--- src/rtl/register_file_pkg.sv ---
// Shared sizing for the register file and anything that talks to it.
//   DATA_W_DEF : default width of each register and of the data ports
//   ADDR_W_DEF : default width of every select port
//   NUM_REGS   : register count derived from the default select width
package register_file_pkg;

  localparam int DATA_W_DEF = 8;
  localparam int ADDR_W_DEF = 4;
  localparam int NUM_REGS   = 2 ** ADDR_W_DEF;

endpackage

--- src/rtl/register_file_read_mux.sv ---
// One read port of the register file: selects one of the 2**ADDR_W
// registers onto the output with no storage in the path.
//   regs : full register array, one DATA_W entry per index
//   sel  : index of the register to present
//   dout : contents of regs[sel]
module register_file_read_mux
  import register_file_pkg::*;
#(
  parameter int DATA_W = DATA_W_DEF,
  parameter int ADDR_W = ADDR_W_DEF
) (
  input  logic [DATA_W-1:0] regs [2**ADDR_W],
  input  logic [ADDR_W-1:0] sel,
  output logic [DATA_W-1:0] dout
);

  // The select spans exactly the array depth, so every value decodes to a
  // real register and no default/out-of-range handling is needed.
  assign dout = regs[sel];

endmodule

--- src/rtl/register_file.sv ---
// 2**ADDR_W x DATA_W register file with one write port and two independent
// combinational read ports.
//   clk         : single clock, all state changes on its rising edge
//   reset       : synchronous active-high reset, clears every register and
//                 takes priority over the write of that cycle
//   replaceData : write data, loaded every edge (there is no write enable)
//   replaceSel  : write address
//   A_sel       : read address for port A
//   B_sel       : read address for port B
//   A           : contents of register A_sel
//   B           : contents of register B_sel
module register_file
  import register_file_pkg::*;
#(
  parameter int DATA_W = DATA_W_DEF,
  parameter int ADDR_W = ADDR_W_DEF
) (
  input  logic              clk,
  input  logic              reset,
  input  logic [DATA_W-1:0] replaceData,
  input  logic [ADDR_W-1:0] replaceSel,
  input  logic [ADDR_W-1:0] A_sel,
  input  logic [ADDR_W-1:0] B_sel,
  output logic [DATA_W-1:0] A,
  output logic [DATA_W-1:0] B
);

  localparam int REG_N = 2 ** ADDR_W;

  logic [DATA_W-1:0] regs [REG_N];

  // Register 0 is ordinary storage. Reads are taken straight from the array,
  // so a write only becomes visible after its edge (no bypass path).
  always_ff @(posedge clk) begin
    if (reset) begin
      for (int i = 0; i < REG_N; i++) begin
        regs[i] <= '0;
      end
    end else begin
      regs[replaceSel] <= replaceData;
    end
  end

  register_file_read_mux #(
    .DATA_W (DATA_W),
    .ADDR_W (ADDR_W)
  ) uReadA (
    .regs (regs),
    .sel  (A_sel),
    .dout (A)
  );

  register_file_read_mux #(
    .DATA_W (DATA_W),
    .ADDR_W (ADDR_W)
  ) uReadB (
    .regs (regs),
    .sel  (B_sel),
    .dout (B)
  );

endmodule

--- config.mk ---
export PLATFORM = sky130hd
export DESIGN_NAME = register_file
export DESIGN_NICKNAME = d
export VERILOG_FILES = /design/src/rtl/register_file_pkg.sv /design/src/rtl/register_file_read_mux.sv /design/src/rtl/register_file.sv
export SDC_FILE = /design/constraint.sdc
export NUM_CORES = 1
export LEC_CHECK = 0
export CAP_MARGIN = 20
export CORE_UTILIZATION = 50
export DETAILED_ROUTE_END_ITERATION = 10
export DONT_BUFFER_PORTS = 1
export GPL_TIMING_DRIVEN = 0
export SLEW_MARGIN = 25
export SYNTH_ARGS = -nofsm -noshare
export SYNTH_HDL_FRONTEND = slang
export SYNTH_HIERARCHICAL = 1
export SYNTH_SLANG_ARGS = --single-unit
--- constraint.sdc ---
create_clock -name clk -period 3.2 [get_ports clk]
set_input_delay 0.8 -clock clk [delete_from_list [all_inputs] [get_ports clk]]
set_output_delay 0.8 -clock clk [all_outputs]
set_load 0.03 [all_outputs]
== Word-level counts from Yosys, hierarchy flattened ==
Index checks and enable logic that the tools add are counted.

* Logic and storage cells: 33
* Output and inout bits: 16
* Flip-flop bits (word level): 128
* Input port bits: 22

* Reduce and logical (&&, ||, !) cells: 1
* Order comparisons: 4
* Bitwise logic cells: 3
* Multiplexer cells: 9

{| class="wikitable"
|+ Operators with widths
! operator !! number
|-
| $bwmux 128 || 1
|-
| $bmux 8 s4 || 2
|-
| $mux 8 || 5
|-
| $demux 8 s4 || 1
|-
| $ge 5x5->1 const B || 3
|-
| $not 4->5 || 3
|-
| $lt 5x1->1 const B || 1
|-
| $logic_and 1x1->1 || 1
|}

== Longest topological paths before layout ==
* Word-level depth: 6
* Gate-level depth with buffers: 5
* Mapped depth without buffers: 3

== Modules after synthesis ==
The synthesis kept the hierarchy.

{| class="wikitable"
|+ By module, submodules not included
! module !! cells an instance !! seq. area each (µm²) !! times used !! area each (µm²)
|-
| register_file || 459 || 2562.5 || 1 || 5072.4
|-
| register_file_read_mux || 70 || 0.0 || 2 || 1033.5
|}

== Worst setup path after synthesis ==
No wires, ideal clock.

* Path kind: input-to-output
* From: input port A_sel[0]
* To: output port A[0]
* Required time: 2.400 ns
* Data arrival time: 1.980 ns
* Stages on the path: 5
* Buffers on the path: 2
* Slack: 0.420 ns
* Cells stage by stage: buf_6 -> buf_6 -> mux4_1 -> a22oi_1 -> nand2_1

* Cells in the longest elaborated chain, start to end: 4

{| class="wikitable"
|+ RTL lines
! element !! RTL line !! text
|-
| start, declared || register_file.sv:22 || <nowiki>input logic [ADDR_W-1:0] A_sel,</nowiki>
|-
| $not 4->5 (not written as such) || register_file_read_mux.sv:19 || <nowiki>assign dout = regs[sel];</nowiki>
|-
| $bmux 8 s4 || register_file_read_mux.sv:19 ||
|-
| $mux 8 (not written as such) (2 in a row) || register_file_read_mux.sv:19 ||
|-
| end, declared || register_file.sv:24 || <nowiki>output logic [DATA_W-1:0] A,</nowiki>
|}

Every way passes these cells. The select of a mux whose other input is x is not followed.

== Worst setup path after layout ==
* From: input port A_sel[0]
* To: output port A[4]

The elaborated chain is that of the path after synthesis.

==> impl_results.md <==
* Leak pwr at 3.66 nW
* Layout cells sized above 1 at 17.6%
* Critical Path Max Stage Delay at 0.63 ns
* Pwr Total at 4.14 mW
* CTS tree: yes
* Max-cap viol count at 0
* Netlist cell types at 23
* Vias in the first global route at 5158
* Crit-path cells: buf_6, buf_6, mux4_1, a22oi_2, nand2_1
* Antenna cells at 0
* Pin count of the biggest net entering global routing at 17
* Area Growth Syn to Fin at 12.6%
* Clk_lat worst skew at 0.42 ns
* Fin nets at 640
* GPL Wtd Cong at 0.894
* Synth warn at 6
* Final setup TNS at 0 ns
* WP data arrival at 2.37 ns
* Ports at 38
* DRT iter0 DRCs at 320
* Synth top area cells: dfxtp_1 36%, mux2i_1 18%, nand2b_1 12%, mux4_2 11%, mux4_1 10%
* Routed len/inst at 25.0 um
* Hold Path Depth at 2
* Critical Path Start: A_sel[0]
* Seq/Total Area, Yosys at 35.9%
* Post-route antenna net violation count at 0
* Yosys top cell area share at 35.9%
* RSZ-0062 raised after global routing: false
* Worst-margin pin slew at 0.757 ns
* Horiz. Die Dim at 121 um
* Reg clk slew, reported paths at 0.05 ns
* Worst VDD drop at 0.369 mV
* Crit share post-route at 99.1%
* Inserted Clock Buffers at 17
* CP Launch Type: primary input
* Final Hold Viols at 0
* NetSw at 0.965 mW
* # Post-CTS Setup Buffers at 0
* Max Fclk at 0.315 GHz
* Grt ovf at 0
* Cell Rows at 43
* Final HPWL DP at 14.3 mm
* CP max FO at 10
* Slew HR at 49.5%
* # DRC at 0
* Die Y at 121 um
* Pint at 3.17 mW
* Cell Area, Synth at 7140 um2
* Initial core utilization at 51.4%
* Root Buffer: clkbuf_16
* Crit path required time at 2.40 ns
* Slowest library cell on the worst path: mux4_1
* Via count at 4921
* Hold crit path type: flip-flop to flip-flop
* Finished Core Util at 57.9%
* Largest regs: regs x128
* Avg Cell Area, Syn at 11.9 um2
* Hold WS at 0.484 ns
* Sw Ratio at 23.3%
* Core ar. at 13900 um2
* Sink Count at 128
* Total Routing Usage GR at 29.7%
* H-tree lvl count at 4
* WP buf/inv at 2
* Hold Startpoint: regs[83]
* Power per Cell Area at 515 nW/um2
* Clk pwr share at 51.1%
* Final setup vio count at 0
* Status: finished clean
* Port bufs at 0
* Setup ws final at 0.0291 ns
* Flop pwr share at 40.0%
* Crit. End Element: output pin
* DR pass1 iterations at 6
* Hold EP: regs[83]
* Clock buffer depth at 2
* CP delay by family, top: multiplexers
* Die Area at 14800 um2
* Yosys reg bits at 128
* Final WL at 20.3 mm
* Fin crit period at 3.17 ns
* Worst clock skew at 0 ns
* Cell taking the most area after synthesis: dfxtp_1
* Syn Nets at 621
* Biggest register: regs
* CTS Hold Bufs at 0
* FF-to-FF Start: regs[40]
* Setup WS pre-CTS at -0.0291 ns
* Commonest non-fill, non-tap cell in the layout: nand2b_1
* Worst R2R End: regs[40]
* Logic pwr share at 8.9%
* Reg2Reg Depth at 2
* Worst Setup Path Type: primary input to output pin
* Max-slew violation count at 0
* Most frequent cells in the layout: 136 x nand2b_1, 128 x mux2i_1, 128 x dfxtp_1
* Max FFs per register at 128
* Reg-to-reg setup timing slack at 2.50 ns
* CP dominant cell by count: buf_6
* Routed vias/inst at 6.07
* Antenna violations before repair at 0
* Synthesized netlist cell count at 599
* Global-route wire length before repair at 30.6 mm
metal layers:
| metal | routed length, um | GRT usage, % | vias up |
|---|---|---|---|
| met5 | 0 | 0 | - |
| met4 | 500 | 10.9 | 0 |
| met3 | 1340 | 9.07 | 37 |
| met2 | 9680 | 48.8 | 133 |
| met1 | 8780 | 36.5 | 2509 |
| li1 | - | - | 2242 |
cells in the mapped netlist (all sizes together):
cell and count:
mux2i 128, nor2b 2, a22oi 32, and2b 2, buf 30, dfxtp 128, nand4bb 6, mux4 64
clkdlybuf4s25 6, nor4 1, nand4 1, clkbuf 34, nor2 2, nor4b 1, nand2b 136, nand2 16
and2 2, nand4b 4, or4 1, or4b 3
worst max-delay path by stage:
stage | end | slack (ns) | depth (start not counted)
floorplan | A[0] | 0.42 | 5
global placement | A[4] | 0.007 | 5
detailed placement | A[4] | -0.03 | 5
CTS | A[3] | 0.01 | 5
global route | B[4] | 0.01 | 5
finish | A[4] | 0.03 | 5
tightest hold or removal path: stages, from the launching register on:
cell      delay, ns
dfxtp_1        0.31
nand2b_1       0.06
mux2i_1        0.06
through the flow:
step | area, um2 | std cells
2_1_floorplan | 7140 | 599
3_3_place_gp | 7360 | 779
3_5_place_dp | 7360 | 779
4_1_cts | 8020 | 811
5_1_grt | 8040 | 811
6_report | 8040 | 811
logic make-up after synthesis:
group                  synth area share [%]
muxes                                  39.6
and+or+nand+nor                        15.8
DFF                                    35.9
buffers and inverters                  5.36
AOI/OAI and AO/OA                      3.36
power by group through the flow:
stage	registers, mW	clock network, mW	logic [mW]
after floorplan	1.68	0	0.270
after global placement	1.69	0	0.356
after detailed placement	1.69	0	0.363
after CTS	1.66	2.14	0.365
after global routing	1.66	2.21	0.387
final	1.66	2.11	0.369
cell type report:
| cell class | instances | area [um2] |
|---|---|---|
| flip-flops and latches | 128 | 2560 |
| clock inverters | 9 | 154 |
| well taps | 180 | 225 |
| plain buffers | 70 | 383 |
| multi-input cells | 401 | 4230 |
| clock buffers | 23 | 488 |
| fillers | 1143 | 5840 |
what timing repair did:
item	in CTS	in global routing
gates cloned	0	0
gates resized for setup	2	6
endpoints found under the setup margin	2	5
pin swaps	0	0
Power figures use the tool's default switching activity.
